### config.mk
export PLATFORM = sky130hd
export DESIGN_NAME = npu_tile_scheduler
export DESIGN_NICKNAME = d
export VERILOG_FILES = /design/src/rtl/npu_tile_scheduler_pkg.sv /design/src/rtl/npu_tile_scheduler_iter.sv /design/src/rtl/npu_tile_scheduler.sv
export SDC_FILE = /design/constraint.sdc
export NUM_CORES = 1
export LEC_CHECK = 0
export BUFFER_PORTS_ARGS = -buffer_cell sky130_fd_sc_hd__buf_2
export CAP_MARGIN = 5
export CORE_MARGIN = 2
export CORE_UTILIZATION = 45
export DETAILED_ROUTE_END_ITERATION = 7
export PLACE_DENSITY = 0.73
export SLEW_MARGIN = 20
export SYNTH_ARGS = -nofsm -noshare
export SYNTH_HDL_FRONTEND = slang
export SYNTH_SLANG_ARGS = --single-unit
### constraint.sdc
create_clock -name clk_i -period 9.2 [get_ports clk_i]
set_input_delay 0.92 -clock clk_i [delete_from_list [all_inputs] [get_ports clk_i]]
set_output_delay 0.92 -clock clk_i [all_outputs]
set_load 0.01 [all_outputs]
### src/rtl/npu_tile_scheduler_pkg.sv
// Shared definitions for the NPU tile scheduler: FSM states, register map,
// CTRL/STATUS bit positions and the scheduler window base in the memory map.
package npu_tile_scheduler_pkg;

    typedef enum logic [2:0] {
        ST_IDLE     = 3'd0,
        ST_SETUP    = 3'd1,
        ST_ISSUE    = 3'd2,
        ST_WAIT_OS  = 3'd3,
        ST_ISSUE_MV = 3'd4,
        ST_WAIT_MV  = 3'd5,
        ST_ADVANCE  = 3'd6,
        ST_DONE     = 3'd7
    } sched_state_e;

    // Word index (byte offset bits [5:2]) of each register.
    localparam logic [3:0] REG_CTRL     = 4'h0;
    localparam logic [3:0] REG_STATUS   = 4'h1;
    localparam logic [3:0] REG_A_BASE   = 4'h2;
    localparam logic [3:0] REG_ROWS     = 4'h3;
    localparam logic [3:0] REG_W_BASE   = 4'h4;
    localparam logic [3:0] REG_COLS     = 4'h5;
    localparam logic [3:0] REG_O_BASE   = 4'h6;
    localparam logic [3:0] REG_A_STRIDE = 4'h7;
    localparam logic [3:0] REG_W_STRIDE = 4'h8;
    localparam logic [3:0] REG_O_STRIDE = 4'h9;
    localparam logic [3:0] REG_TILE_CNT = 4'hA;

    localparam int CTRL_START_BIT = 0;
    localparam int CTRL_ABORT_BIT = 1;
    localparam int CTRL_MV_EN_BIT = 2;

    localparam int STATUS_DONE_BIT    = 0;
    localparam int STATUS_BUSY_BIT    = 1;
    localparam int STATUS_ERR_BIT     = 2;
    localparam int STATUS_ABORTED_BIT = 3;

    localparam logic [31:0] NPU_SCHED_START = 32'h4000_2000;

    function automatic logic sched_busy(input sched_state_e s);
        return !((s == ST_IDLE) || (s == ST_DONE));
    endfunction

endpackage

### src/rtl/npu_tile_scheduler_iter.sv
// Tile walker: row-tile outer / col-tile inner, remainder sizing of the edge
// tiles and incremental base pointers (adders only, no multipliers).
module npu_tile_scheduler_iter
    import npu_tile_scheduler_pkg::*;
#(
    parameter int DWidth     = 32,
    parameter int ARRAY_DIM  = 16,
    parameter int ADDR_WIDTH = 32
) (
    input  logic                  i_clk,
    input  logic                  i_rst_n,
    input  logic                  i_load,
    input  logic                  i_step,
    input  logic [ADDR_WIDTH-1:0] i_a_base,
    input  logic [ADDR_WIDTH-1:0] i_w_base,
    input  logic [ADDR_WIDTH-1:0] i_o_base,
    input  logic [ADDR_WIDTH-1:0] i_a_stride,
    input  logic [ADDR_WIDTH-1:0] i_w_stride,
    input  logic [ADDR_WIDTH-1:0] i_o_stride,
    input  logic [DWidth-1:0]     i_rows,
    input  logic [DWidth-1:0]     i_cols,
    output logic [ADDR_WIDTH-1:0] o_a_ptr,
    output logic [ADDR_WIDTH-1:0] o_w_ptr,
    output logic [ADDR_WIDTH-1:0] o_o_ptr,
    output logic [DWidth-1:0]     o_a_rows,
    output logic [DWidth-1:0]     o_w_cols,
    output logic                  o_last
);

    localparam logic [DWidth-1:0] DIM = DWidth'(ARRAY_DIM);

    logic [DWidth-1:0]     r_rows_rem;
    logic [DWidth-1:0]     r_cols_rem;
    logic [ADDR_WIDTH-1:0] r_a_ptr;
    logic [ADDR_WIDTH-1:0] r_w_ptr;
    logic [ADDR_WIDTH-1:0] r_o_ptr;
    logic                  w_row_last;
    logic                  w_col_last;

    // Remaining rows/cols include the current tile, so the edge tile is simply
    // whatever remains once it drops to ARRAY_DIM or below.
    assign w_row_last = (r_rows_rem <= DIM);
    assign w_col_last = (r_cols_rem <= DIM);

    assign o_a_rows = w_row_last ? r_rows_rem : DIM;
    assign o_w_cols = w_col_last ? r_cols_rem : DIM;
    assign o_a_ptr  = r_a_ptr;
    assign o_w_ptr  = r_w_ptr;
    assign o_o_ptr  = r_o_ptr;
    assign o_last   = w_row_last && w_col_last;

    always_ff @(posedge i_clk or negedge i_rst_n) begin
        if (!i_rst_n) begin
            r_rows_rem <= '0;
            r_cols_rem <= '0;
            r_a_ptr    <= '0;
            r_w_ptr    <= '0;
            r_o_ptr    <= '0;
        end else if (i_load) begin
            r_rows_rem <= i_rows;
            r_cols_rem <= i_cols;
            r_a_ptr    <= i_a_base;
            r_w_ptr    <= i_w_base;
            r_o_ptr    <= i_o_base;
        end else if (i_step) begin
            r_o_ptr <= r_o_ptr + i_o_stride;
            if (w_col_last) begin
                r_cols_rem <= i_cols;
                r_w_ptr    <= i_w_base;
                r_rows_rem <= r_rows_rem - DIM;
                r_a_ptr    <= r_a_ptr + i_a_stride;
            end else begin
                r_cols_rem <= r_cols_rem - DIM;
                r_w_ptr    <= r_w_ptr + i_w_stride;
            end
        end
    end

endmodule

### src/rtl/npu_tile_scheduler.sv
// Memory-mapped GEMM tile sequencer: holds the config registers, walks the
// tile grid and drives start/done pulse handshakes to the OS core and mover.
module npu_tile_scheduler
    import npu_tile_scheduler_pkg::*;
#(
    parameter int DWidth     = 32,
    parameter int ARRAY_DIM  = 16,
    parameter int ADDR_WIDTH = 32,
    parameter int TIMEOUT    = 4096
) (
    input  logic                  clk_i,
    input  logic                  rst_ni,
    input  logic                  cen_i,
    input  logic                  wen_i,
    input  logic [DWidth-1:0]     addr_i,
    input  logic [DWidth-1:0]     wdata_i,
    output logic [DWidth-1:0]     rdata_o,
    output logic [ADDR_WIDTH-1:0] a_base_o,
    output logic [DWidth-1:0]     a_rows_o,
    output logic [ADDR_WIDTH-1:0] w_base_o,
    output logic [DWidth-1:0]     w_cols_o,
    output logic [ADDR_WIDTH-1:0] o_base_o,
    output logic                  os_start_o,
    input  logic                  os_done_i,
    output logic                  mv_start_o,
    input  logic                  mv_done_i,
    output logic                  busy_o,
    output sched_state_e          dbg_state_o
);

    localparam logic [31:0] TIMEOUT_L = 32'(TIMEOUT);

    // Handshake: *_start_o is a one-cycle pulse issuing one job; the engine
    // answers with a one-cycle *_done_i pulse, which only counts while the FSM
    // sits in the matching WAIT state. One job is outstanding at a time.

    sched_state_e          r_state;
    logic [ADDR_WIDTH-1:0] r_a_base;
    logic [ADDR_WIDTH-1:0] r_w_base;
    logic [ADDR_WIDTH-1:0] r_o_base;
    logic [ADDR_WIDTH-1:0] r_a_stride;
    logic [ADDR_WIDTH-1:0] r_w_stride;
    logic [ADDR_WIDTH-1:0] r_o_stride;
    logic [DWidth-1:0]     r_rows;
    logic [DWidth-1:0]     r_cols;
    logic [DWidth-1:0]     r_tile_cnt;
    logic [31:0]           r_wait_cnt;
    logic                  r_os_start;
    logic                  r_mv_start;
    logic                  r_mv_en;
    logic                  r_done;
    logic                  r_err;
    logic                  r_aborted;

    logic [3:0] w_idx;
    logic       w_wr;
    logic       w_rd;
    logic       w_busy;
    logic       w_ctrl_wr;
    logic       w_abort;
    logic       w_start;
    logic       w_dims_ok;
    logic       w_load;
    logic       w_step;
    logic       w_last;
    logic       w_unused;

    assign w_idx     = addr_i[5:2];
    assign w_wr      = cen_i && wen_i;
    assign w_rd      = cen_i && !wen_i;
    assign w_busy    = sched_busy(r_state);
    assign w_ctrl_wr = w_wr && (w_idx == REG_CTRL);
    assign w_abort   = w_ctrl_wr && wdata_i[CTRL_ABORT_BIT];
    assign w_start   = w_ctrl_wr && wdata_i[CTRL_START_BIT] && !w_abort && !w_busy;
    assign w_dims_ok = (r_rows != '0) && (r_cols != '0);
    assign w_load    = w_start && w_dims_ok;
    assign w_step    = (r_state == ST_ADVANCE) && !w_last;
    assign w_unused  = ^{addr_i[DWidth-1:6], addr_i[1:0]};

    assign os_start_o  = r_os_start;
    assign mv_start_o  = r_mv_start;
    assign busy_o      = w_busy;
    assign dbg_state_o = r_state;

    npu_tile_scheduler_iter #(
        .DWidth    (DWidth),
        .ARRAY_DIM (ARRAY_DIM),
        .ADDR_WIDTH(ADDR_WIDTH)
    ) u_iter (
        .i_clk     (clk_i),
        .i_rst_n   (rst_ni),
        .i_load    (w_load),
        .i_step    (w_step),
        .i_a_base  (r_a_base),
        .i_w_base  (r_w_base),
        .i_o_base  (r_o_base),
        .i_a_stride(r_a_stride),
        .i_w_stride(r_w_stride),
        .i_o_stride(r_o_stride),
        .i_rows    (r_rows),
        .i_cols    (r_cols),
        .o_a_ptr   (a_base_o),
        .o_w_ptr   (w_base_o),
        .o_o_ptr   (o_base_o),
        .o_a_rows  (a_rows_o),
        .o_w_cols  (w_cols_o),
        .o_last    (w_last)
    );

    // Config is frozen while a job runs so the walker never sees it change.
    always_ff @(posedge clk_i or negedge rst_ni) begin
        if (!rst_ni) begin
            r_a_base   <= '0;
            r_w_base   <= '0;
            r_o_base   <= '0;
            r_a_stride <= '0;
            r_w_stride <= '0;
            r_o_stride <= '0;
            r_rows     <= '0;
            r_cols     <= '0;
        end else if (w_wr && !w_busy) begin
            case (w_idx)
                REG_A_BASE:   r_a_base   <= ADDR_WIDTH'(wdata_i);
                REG_ROWS:     r_rows     <= wdata_i;
                REG_W_BASE:   r_w_base   <= ADDR_WIDTH'(wdata_i);
                REG_COLS:     r_cols     <= wdata_i;
                REG_O_BASE:   r_o_base   <= ADDR_WIDTH'(wdata_i);
                REG_A_STRIDE: r_a_stride <= ADDR_WIDTH'(wdata_i);
                REG_W_STRIDE: r_w_stride <= ADDR_WIDTH'(wdata_i);
                REG_O_STRIDE: r_o_stride <= ADDR_WIDTH'(wdata_i);
                default: ;
            endcase
        end
    end

    always_ff @(posedge clk_i or negedge rst_ni) begin
        if (!rst_ni) begin
            rdata_o <= '0;
        end else if (w_rd) begin
            case (w_idx)
                REG_STATUS:   rdata_o <= DWidth'({r_aborted, r_err, w_busy, r_done});
                REG_A_BASE:   rdata_o <= DWidth'(r_a_base);
                REG_ROWS:     rdata_o <= r_rows;
                REG_W_BASE:   rdata_o <= DWidth'(r_w_base);
                REG_COLS:     rdata_o <= r_cols;
                REG_O_BASE:   rdata_o <= DWidth'(r_o_base);
                REG_A_STRIDE: rdata_o <= DWidth'(r_a_stride);
                REG_W_STRIDE: rdata_o <= DWidth'(r_w_stride);
                REG_O_STRIDE: rdata_o <= DWidth'(r_o_stride);
                REG_TILE_CNT: rdata_o <= r_tile_cnt;
                default:      rdata_o <= '0;
            endcase
        end
    end

    always_ff @(posedge clk_i or negedge rst_ni) begin
        if (!rst_ni) begin
            r_state    <= ST_IDLE;
            r_os_start <= 1'b0;
            r_mv_start <= 1'b0;
            r_mv_en    <= 1'b0;
            r_done     <= 1'b0;
            r_err      <= 1'b0;
            r_aborted  <= 1'b0;
            r_tile_cnt <= '0;
            r_wait_cnt <= '0;
        end else begin
            r_os_start <= 1'b0;
            r_mv_start <= 1'b0;
            if (w_abort) begin
                r_state   <= ST_IDLE;
                r_aborted <= 1'b1;
                r_done    <= 1'b0;
            end else begin
                case (r_state)
                    ST_IDLE, ST_DONE: begin
                        if (w_start) begin
                            r_aborted  <= 1'b0;
                            r_tile_cnt <= '0;
                            r_mv_en    <= wdata_i[CTRL_MV_EN_BIT];
                            // An empty GEMM finishes immediately as an error.
                            if (w_dims_ok) begin
                                r_done  <= 1'b0;
                                r_err   <= 1'b0;
                                r_state <= ST_SETUP;
                            end else begin
                                r_done  <= 1'b1;
                                r_err   <= 1'b1;
                                r_state <= ST_DONE;
                            end
                        end
                    end
                    ST_SETUP: begin
                        r_os_start <= 1'b1;
                        r_state    <= ST_ISSUE;
                    end
                    ST_ISSUE: begin
                        r_wait_cnt <= '0;
                        r_state    <= ST_WAIT_OS;
                    end
                    ST_WAIT_OS: begin
                        if (os_done_i) begin
                            if (r_mv_en) begin
                                r_mv_start <= 1'b1;
                                r_state    <= ST_ISSUE_MV;
                            end else begin
                                r_state <= ST_ADVANCE;
                            end
                        end else if (r_wait_cnt > TIMEOUT_L) begin
                            r_err   <= 1'b1;
                            r_done  <= 1'b1;
                            r_state <= ST_DONE;
                        end else begin
                            r_wait_cnt <= r_wait_cnt + 32'd1;
                        end
                    end
                    ST_ISSUE_MV: begin
                        r_wait_cnt <= '0;
                        r_state    <= ST_WAIT_MV;
                    end
                    ST_WAIT_MV: begin
                        if (mv_done_i) begin
                            r_state <= ST_ADVANCE;
                        end else if (r_wait_cnt > TIMEOUT_L) begin
                            r_err   <= 1'b1;
                            r_done  <= 1'b1;
                            r_state <= ST_DONE;
                        end else begin
                            r_wait_cnt <= r_wait_cnt + 32'd1;
                        end
                    end
                    ST_ADVANCE: begin
                        r_tile_cnt <= r_tile_cnt + 1'b1;
                        if (w_last) begin
                            r_done  <= 1'b1;
                            r_state <= ST_DONE;
                        end else begin
                            r_state <= ST_SETUP;
                        end
                    end
                    default: r_state <= ST_IDLE;
                endcase
            end
        end
    end

endmodule

==> flow_summary.toml, run 1 <==
[placed_design]
gp_congestion = 0.980
placed_cell_area_um2 = 30200
dp_hpwl_mm = 69.4
numPortBuffers = 187

[timing]
finalCritPeriodShare_pct = 55.4
relSlewSlack_pct = 23.7
drv_slew = 0
fin_worst_skew_ns = 0.0251
worst_pin_slew_ns = 1.13
tns_ns = 0
hold_viol = 0
min_period_ns = 5.10
grt_setup_unrepaired = "no"
setup_viol = 0
max_freq_ghz = 0.196

[route]
via_per_inst = 6.28
drc = 0
vias = 24428
drtPass1Iterations = 8
drt-initial-drc-count = 2761
routedWlPerCell_um = 24.9
drtAntennaViolNets = 0
wirelength_mm = 96.8

[power_and_ir_drop]
irDropWorstVdd_mv = 0.172
leakagePower_nw = 15.3
power_density_nw_per_um2 = 295

[global_routing]
grt_pass1_wl_mm = 146
grtUsageTotal_pct = 29.0
antenna_found_initial = 4
grt-ovfl-total = 0
grt_pass1_vias = 23226
grt_max_degree = 108

[worst_setup_path]
path_delay_family = "simple AND/OR/NAND/NOR gates"
critPathCaptureType = "register"
path_cells = "or4_1 > nor4_1 > or3b_1 > nor4_4 > a21oi_1 > nor2_4 > buf_4 > nor3_1 > a221o_1"
cp_slowest_cell = "nor2_4"
crit_arrival_ns = 5.61
worst-path-buf-inv = 1
path_max_fanout = 49
worstSetupStartpointType = "register"
slowest_delay_ns = 0.80
critPathKind = "register to register"
cp.required_ns = 9.71

[die]
ios = 268
start_util_pct = 45.4
core_um2 = 63000
dieArea_um2 = 65500
die_h_um = 256
rows = 92
die_x_um = 256

[job]
drv_cap = 0

[logic_synthesis]
syn_avg_cell_area_um2 = 9.98
synth_top_cells_by_count = "521 x dfrtp_1, 304 x nand2_1, 258 x mux2_2, 195 x nor2_1, 171 x o21ai_0"
ys_types = 83
synth_ff_type = "dfrtp_1"
synth-seq-cells = 521
yosysTopAreaCell = "dfrtp_1"
ys_warn_count = 0
ys_seq_area_share_pct = 45.6
synthArstFlopShare_pct = 100
synth_top_area_share_pct = 45.6
synth.most_common_cell = "dfrtp_1"
synthTopCellsByArea = "dfrtp_1 46%, mux2_2 10%, ha_1 4.4%"
synth-edff-count = 0
syn_area_um2 = 28600
synthCells = 2862

[cts]
clkSlewWorstSetupHoldPaths_ns = 0.06
cts_max_level = 2
cts-root-buf = "clkbuf_16"
cts-resized-gates = 0
cts.path.max_buffers = 3
cts_setup_buffers = 0
cts_tree = "done"
hold_buffers = 0
clk_latency_ns = 0.63
numClockSinks = 521
cts_made_buffers = 56

[status]
outcome = "finished clean"

[final_layout]
drive_above_1_share_pct = 20.7
area_growth_pct = 12.9
nNetsFinal = 3171
finish.instance_area_um2 = 32300

[worst_hold_path]
hold_class = "input port to asynchronous set/reset pin"
-- worst reg2reg max path: cells and delay by family, from the launching register on --
kind                   cells  cell delay, ns
and+or+nand+nor            6            3.24
AOI/OAI and AO/OA          2            0.71
buffers and inverters      1            0.64
DFF                        1            0.42
-- placed cells by master (no fill, tap or decap), types with 13 or more instances in the layout --
cell / synthesis / routed
a21o_1: 53 / 53
a21oi_1: 140 / 140
a221oi_1: 13 / 13
a222oi_1: 27 / 27
a22o_1: 38 / 38
a22oi_1: 101 / 101
a31oi_1: 48 / 48
and2_1: 17 / 17
and3_1: 29 / 29
buf_2: 12 / 186
buf_4: 53 / 40
clkbuf_16: 0 / 57
conb_1: 1 / 52
dfrtp_1: 521 / 521
ha_1: 100 / 100
inv_1: 42 / 42
mux2_2: 258 / 258
nand2_1: 304 / 304
nand2b_1: 24 / 22
nand3_1: 75 / 75
nand4_1: 25 / 25
nor2_1: 195 / 189
nor2b_1: 23 / 19
nor3_1: 53 / 45
nor4_1: 40 / 39
o211ai_1: 16 / 16
o21ai_0: 171 / 171
o21ai_1: 27 / 27
or3_1: 24 / 24
xnor2_1: 62 / 62
xor2_1: 69 / 69
-- flip-flops by register name (all words and copies together), names as in the netlist, 3 cells and up --
name and count:
r_a_base 32, r_a_stride 32, r_cols 32, r_o_base 32, r_o_stride 32, r_rows 32
r_tile_cnt 32, r_w_base 32, r_w_stride 32, r_wait_cnt 32, rdata_o 32, u_iter.o_a_ptr 32
u_iter.o_o_ptr 32, u_iter.o_w_ptr 32, u_iter.r_cols_rem 32, u_iter.r_rows_rem 32, dbg_state_o 3
-- per-layer routing --
layer	up-vias	GRT usage, %	routed length (um)
met2	1311	43.0	42100
met3	254	8.08	10900
met1	12189	39.5	38900
met5	-	0	22
met4	4	13.3	4950
li1	10670	-	-
-- layout make-up --
cell class              count  area [um^2]
fillers                  5687        30700
multi-input cells        2150        14700
flip-flops and latches    521        13000
clock buffers              75         1600
repair buffers            227         1250
well taps                 846         1060
clock inverters            28          410
inverters                  42          158
diodes                      3         7.51
-- cells by family (layout without fill, tap and decap cells) --
kind of cell / count (synthesis) / after routing / synth area share [%]
mux: 268 / 268 / 10.5
flops: 521 / 521 / 45.6
fa+ha+maj: 104 / 104 / 4.63
other cells: 1 / 55 / 0.0131
compound gates: 735 / 735 / 16.9
buf+inv: 242 / 372 / 3.93
simple gates: 860 / 860 / 14.4
xor+xnor: 131 / 131 / 4.02
-- final timing paths --
check	start	end	slack, ns	cells after the start
max in group asynchronous	rst_ni	u_iter.o_w_ptr[26]$_DFFE_PN0P_	7.23	2
min in group clk_i	rdata_o[29]$_DFFE_PN0P_	rdata_o[29]$_DFFE_PN0P_	0.47	2
hold / removal	rst_ni	rdata_o[8]$_DFFE_PN0P_	0.39	1
setup / recovery	u_iter.r_rows_rem[14]$_DFFE_PN0P_	u_iter.o_w_ptr[26]$_DFFE_PN0P_	4.10	9
setup reg to reg	u_iter.r_rows_rem[14]$_DFFE_PN0P_	u_iter.o_w_ptr[26]$_DFFE_PN0P_	4.10	9
hold reg to reg	rdata_o[29]$_DFFE_PN0P_	rdata_o[29]$_DFFE_PN0P_	0.47	2
-- report_power, final --
group	total, mW	switching, mW	internal [mW]
Sequential	3.64	0.782	2.86
Combinational	3.41	1.93	1.48
Clock	2.48	0.982	1.50
-- per-stage QoR --
stage	setup slack (ns)	util (%)	total power, mW	hold slack, ns	cells
5_1_grt	3.89	51.2	10.0	0.451	3891
3_5_place_dp	3.88	48.0	6.98	0.459	3786
4_1_cts	4.20	51.2	9.47	0.410	3889
3_3_place_gp	3.93	48.0	6.89	0.457	3786
6_report	4.10	51.2	9.53	0.387	3892
2_1_floorplan	5.61	-	5.79	0.454	2913
No activity file was read; power rests on OpenSTA's default activity.
==> inputs of run 2 (changes only) <==
--- a/config.mk
+++ b/config.mk
@@ -5,6 +5,7 @@
 export SDC_FILE = /design/constraint.sdc
 export NUM_CORES = 1
 export LEC_CHECK = 0
+export ABC_AREA = 1
 export BUFFER_PORTS_ARGS = -buffer_cell sky130_fd_sc_hd__buf_2
 export CAP_MARGIN = 5
 export CORE_MARGIN = 2
==> constraint.sdc (replaced) <==
create_clock -name clk_i -period 5.2 [get_ports clk_i]
set_input_delay 0.52 -clock clk_i [delete_from_list [all_inputs] [get_ports clk_i]]
set_output_delay 0.52 -clock clk_i [all_outputs]
set_load 0.01 [all_outputs]
==> run 2 against run 1 <==
- non-clock buffer count is 7 lower
- sequential share of layout area is 4.8 points lower
- setup slack worse by 2.9 ns
- first-iteration DRC count is 42% higher
- wire length is 31% higher
- final area is 13% higher
- combinational power is 120% higher
- clock skew is 0.0094 ns higher
- final cell count is 51% higher
- fmax is 28% higher
- global-route usage is 4.5 points higher
- critical endpoint is now u_iter.o_a_ptr[17]$_DFFE_PN0P_
- largest cell class unchanged
==> flow_summary.toml, run 2 <==
[global_routing]
grtUsageTotal_pct = 33.5
antenna_found_initial = 4
grt-ovfl-total = 0
grt_max_degree = 132
grt_pass1_wl_mm = 189
grt_pass1_vias = 30398

[placed_design]
numPortBuffers = 187
pre_cts_ws_ns = 1.12
dp_hpwl_mm = 97.0
gp_congestion = 1.04

[power_and_ir_drop]
p_sw_share_pct = 44.0
power_switching_mw = 8.34
irDropWorstVdd_mv = 0.356
power_density_nw_per_um2 = 518
pwr-share-clk_pct = 25.4
p_comb_share_pct = 38.8
power.internal_mw = 10.6
p_seq_share_pct = 35.8
leakagePower_nw = 19.0

[cts]
clk_latency_ns = 0.66
cts.path.max_buffers = 3
cts_made_buffers = 60
cts_max_level = 2
clkSlewWorstSetupHoldPaths_ns = 0.06
hold_buffers = 1
cts-root-buf = "clkbuf_16"
cts_tree = "done"
cts-resized-gates = 0
cts_setup_buffers = 0
numClockSinks = 521

[timing]
max_freq_ghz = 0.251
relSlewSlack_pct = 26.1
whs_ns = 0.133
min_period_ns = 3.98
drv_slew = 0
setup_slack_ns = 1.22
tns_ns = 0
finalCritPeriodShare_pct = 76.5
worst_pin_slew_ns = 1.10
grt_setup_unrepaired = "no"
hold_viol = 0
fin_worst_skew_ns = 0.0346
setup_viol = 0

[worst_setup_path]
crit_arrival_ns = 4.56
critPathCaptureType = "register"
path_max_fanout = 70
path_cells = "inv_1 > nand3_1 > nor2_1 > nand2_1 > nor2_1 > nor2_1 > nand2_2 > buf_4 > inv_2 > o21ai_2 > nand2_1 > nand2_1"
r2r_setup_slack_ns = 1.22
worstSetupStartpointType = "register"
cp.required_ns = 5.78
cp_slowest_cell = "o21ai_2"
critPathKind = "register to register"
slowest_delay_ns = 0.90

[logic_synthesis]
synth_top_family_by_area = "simple AND/OR/NAND/NOR gates"
synth_top_cells_by_count = "1706 x nand2_1, 545 x inv_1, 521 x dfrtp_1, 467 x o21ai_0, 393 x nor2_1"
synth-seq-cells = 521
synth-edff-count = 0
synthArstFlopShare_pct = 100
synthCells = 4770
synthMuxAreaShare_pct = 0
syn_area_um2 = 32800
synth_top_area_share_pct = 39.8
synth_xor_xnor_area_share_pct = 2.86
synthTopCellsByArea = "dfrtp_1 40%, nand2_1 20%, o21ai_0 7.1%"
synth-compound-area-share_pct = 11.5
syn_avg_cell_area_um2 = 6.87
synth_adder_area_share_pct = 4.00
ys_warn_count = 0
synth.most_common_cell = "nand2_1"
synth-simple-area-share_pct = 32.1
ys_seq_area_share_pct = 39.8
ys_types = 45
yosysTopAreaCell = "dfrtp_1"
synth_ff_type = "dfrtp_1"

[route]
wl_met3_mm = 14.7
routedWlPerCell_um = 21.5
drc = 0
drtAntennaViolNets = 0
drtPass1Iterations = 6
wirelength_mm = 127
wl_met1_mm = 50.7
wl_met2_mm = 53.5
drt-initial-drc-count = 3924
via_per_inst = 5.57
vias = 32837
top_layer_used = "met5"

[die]
die_x_um = 274
rows = 98
core_um2 = 71700
ios = 268
dieArea_um2 = 75000
die_h_um = 274
start_util_pct = 45.7

[job]
drv_cap = 0

[final_layout]
area_growth_pct = 11.7
fillers = 7158
layout_common_cells = "1701 x nand2_1, 545 x inv_1, 521 x dfrtp_1"
drive_above_1_share_pct = 7.55
seq_area_um2 = 13000
layout_commonest_cell = "nand2_1"
multi_input_area_um2 = 16800
nNetsFinal = 5066

[status]
outcome = "finished clean"

[worst_hold_path]
hold_class = "input port to register"
## run 2: cell types whose count changed after synthesis, moves of 38 or more
cell     delta
nand3_1   +258
a31oi_1    -47
o21ai_0   +296
nand2_1  +1402
a22oi_1   -101
nor4_1     -39
a21o_1     -51
a22o_1     -38
mux2_2    -258
inv_1     +503
nor2_1    +198
## run 2: path summary, 6_finish.rpt
kind	to	from	cells after the start
hold / removal	r_mv_en$_DFFE_PN0P_	wdata_i[2]	3
setup reg to reg	u_iter.o_a_ptr[17]$_DFFE_PN0P_	r_rows[8]$_DFFE_PN0P_	12
max in group asynchronous	u_iter.o_o_ptr[8]$_DFFE_PN0P_	rst_ni	3
min in group asynchronous	r_w_stride[27]$_DFFE_PN0P_	rst_ni	2
setup / recovery	u_iter.o_a_ptr[17]$_DFFE_PN0P_	r_rows[8]$_DFFE_PN0P_	12
hold reg to reg	r_tile_cnt[14]$_DFFE_PN0P_	r_tile_cnt[14]$_DFFE_PN0P_	2
## run 2: metal layers
layer  global-route usage, %  vias up
met1                    44.9    15335
met5                    1.09        -
met4                    17.2        8
met3                    8.60      314
met2                    49.7     1755
li1                        -    15425
## run 2: power groups by stage
stage | sequential, mW | clock [mW] | combinational [mW]
2_1_floorplan | 6.14 | 0 | 5.16
3_3_place_gp | 6.71 | 0 | 7.12
3_5_place_dp | 6.72 | 0 | 7.22
4_1_cts | 6.67 | 4.84 | 7.27
5_1_grt | 6.83 | 5.01 | 8.32
6_report | 6.79 | 4.82 | 7.36
## run 2: logic make-up (layout without fill, tap and decap cells)
family                     Yosys count  in the layout
and+or+nand+nor                   2590           2590
buffers and inverters              762            884
AOI/OAI and AO/OA                  686            686
DFF                                521            521
xor gates and xnor gates           107            107
adders and majority gates          103            103
other                                1             53
## run 2: area by class of cell
class	instances	area share (%)
Sequential cell	521	35.6
Multi-Input combinational cell	3538	45.9
Clock inverter	38	1.64
Timing Repair Buffer	220	3.44
Inverter	552	5.66
Tap cell	950	3.25
Antenna cell	1	0.00683
Clock buffer	74	4.49
## run 2: stage by stage
step	instance area [um^2]	power, mW	cells	util, %
floorplan	33000	11.3	4821	-
global route	36600	20.2	5893	51.0
CTS	36600	18.8	5893	51.0
detailed placement	34300	13.9	5780	47.9
finish	36600	19.0	5894	51.0
global placement	34300	13.8	5780	47.9
## run 2: critical path, delay by kind of cell (launching register included)
kind | cells | cell delay, ns
buffers and inverters | 3 | 1.44
and+or+nand+nor | 8 | 1.07
DFF | 1 | 0.38
AOI/OAI and AO/OA | 1 | 0.90
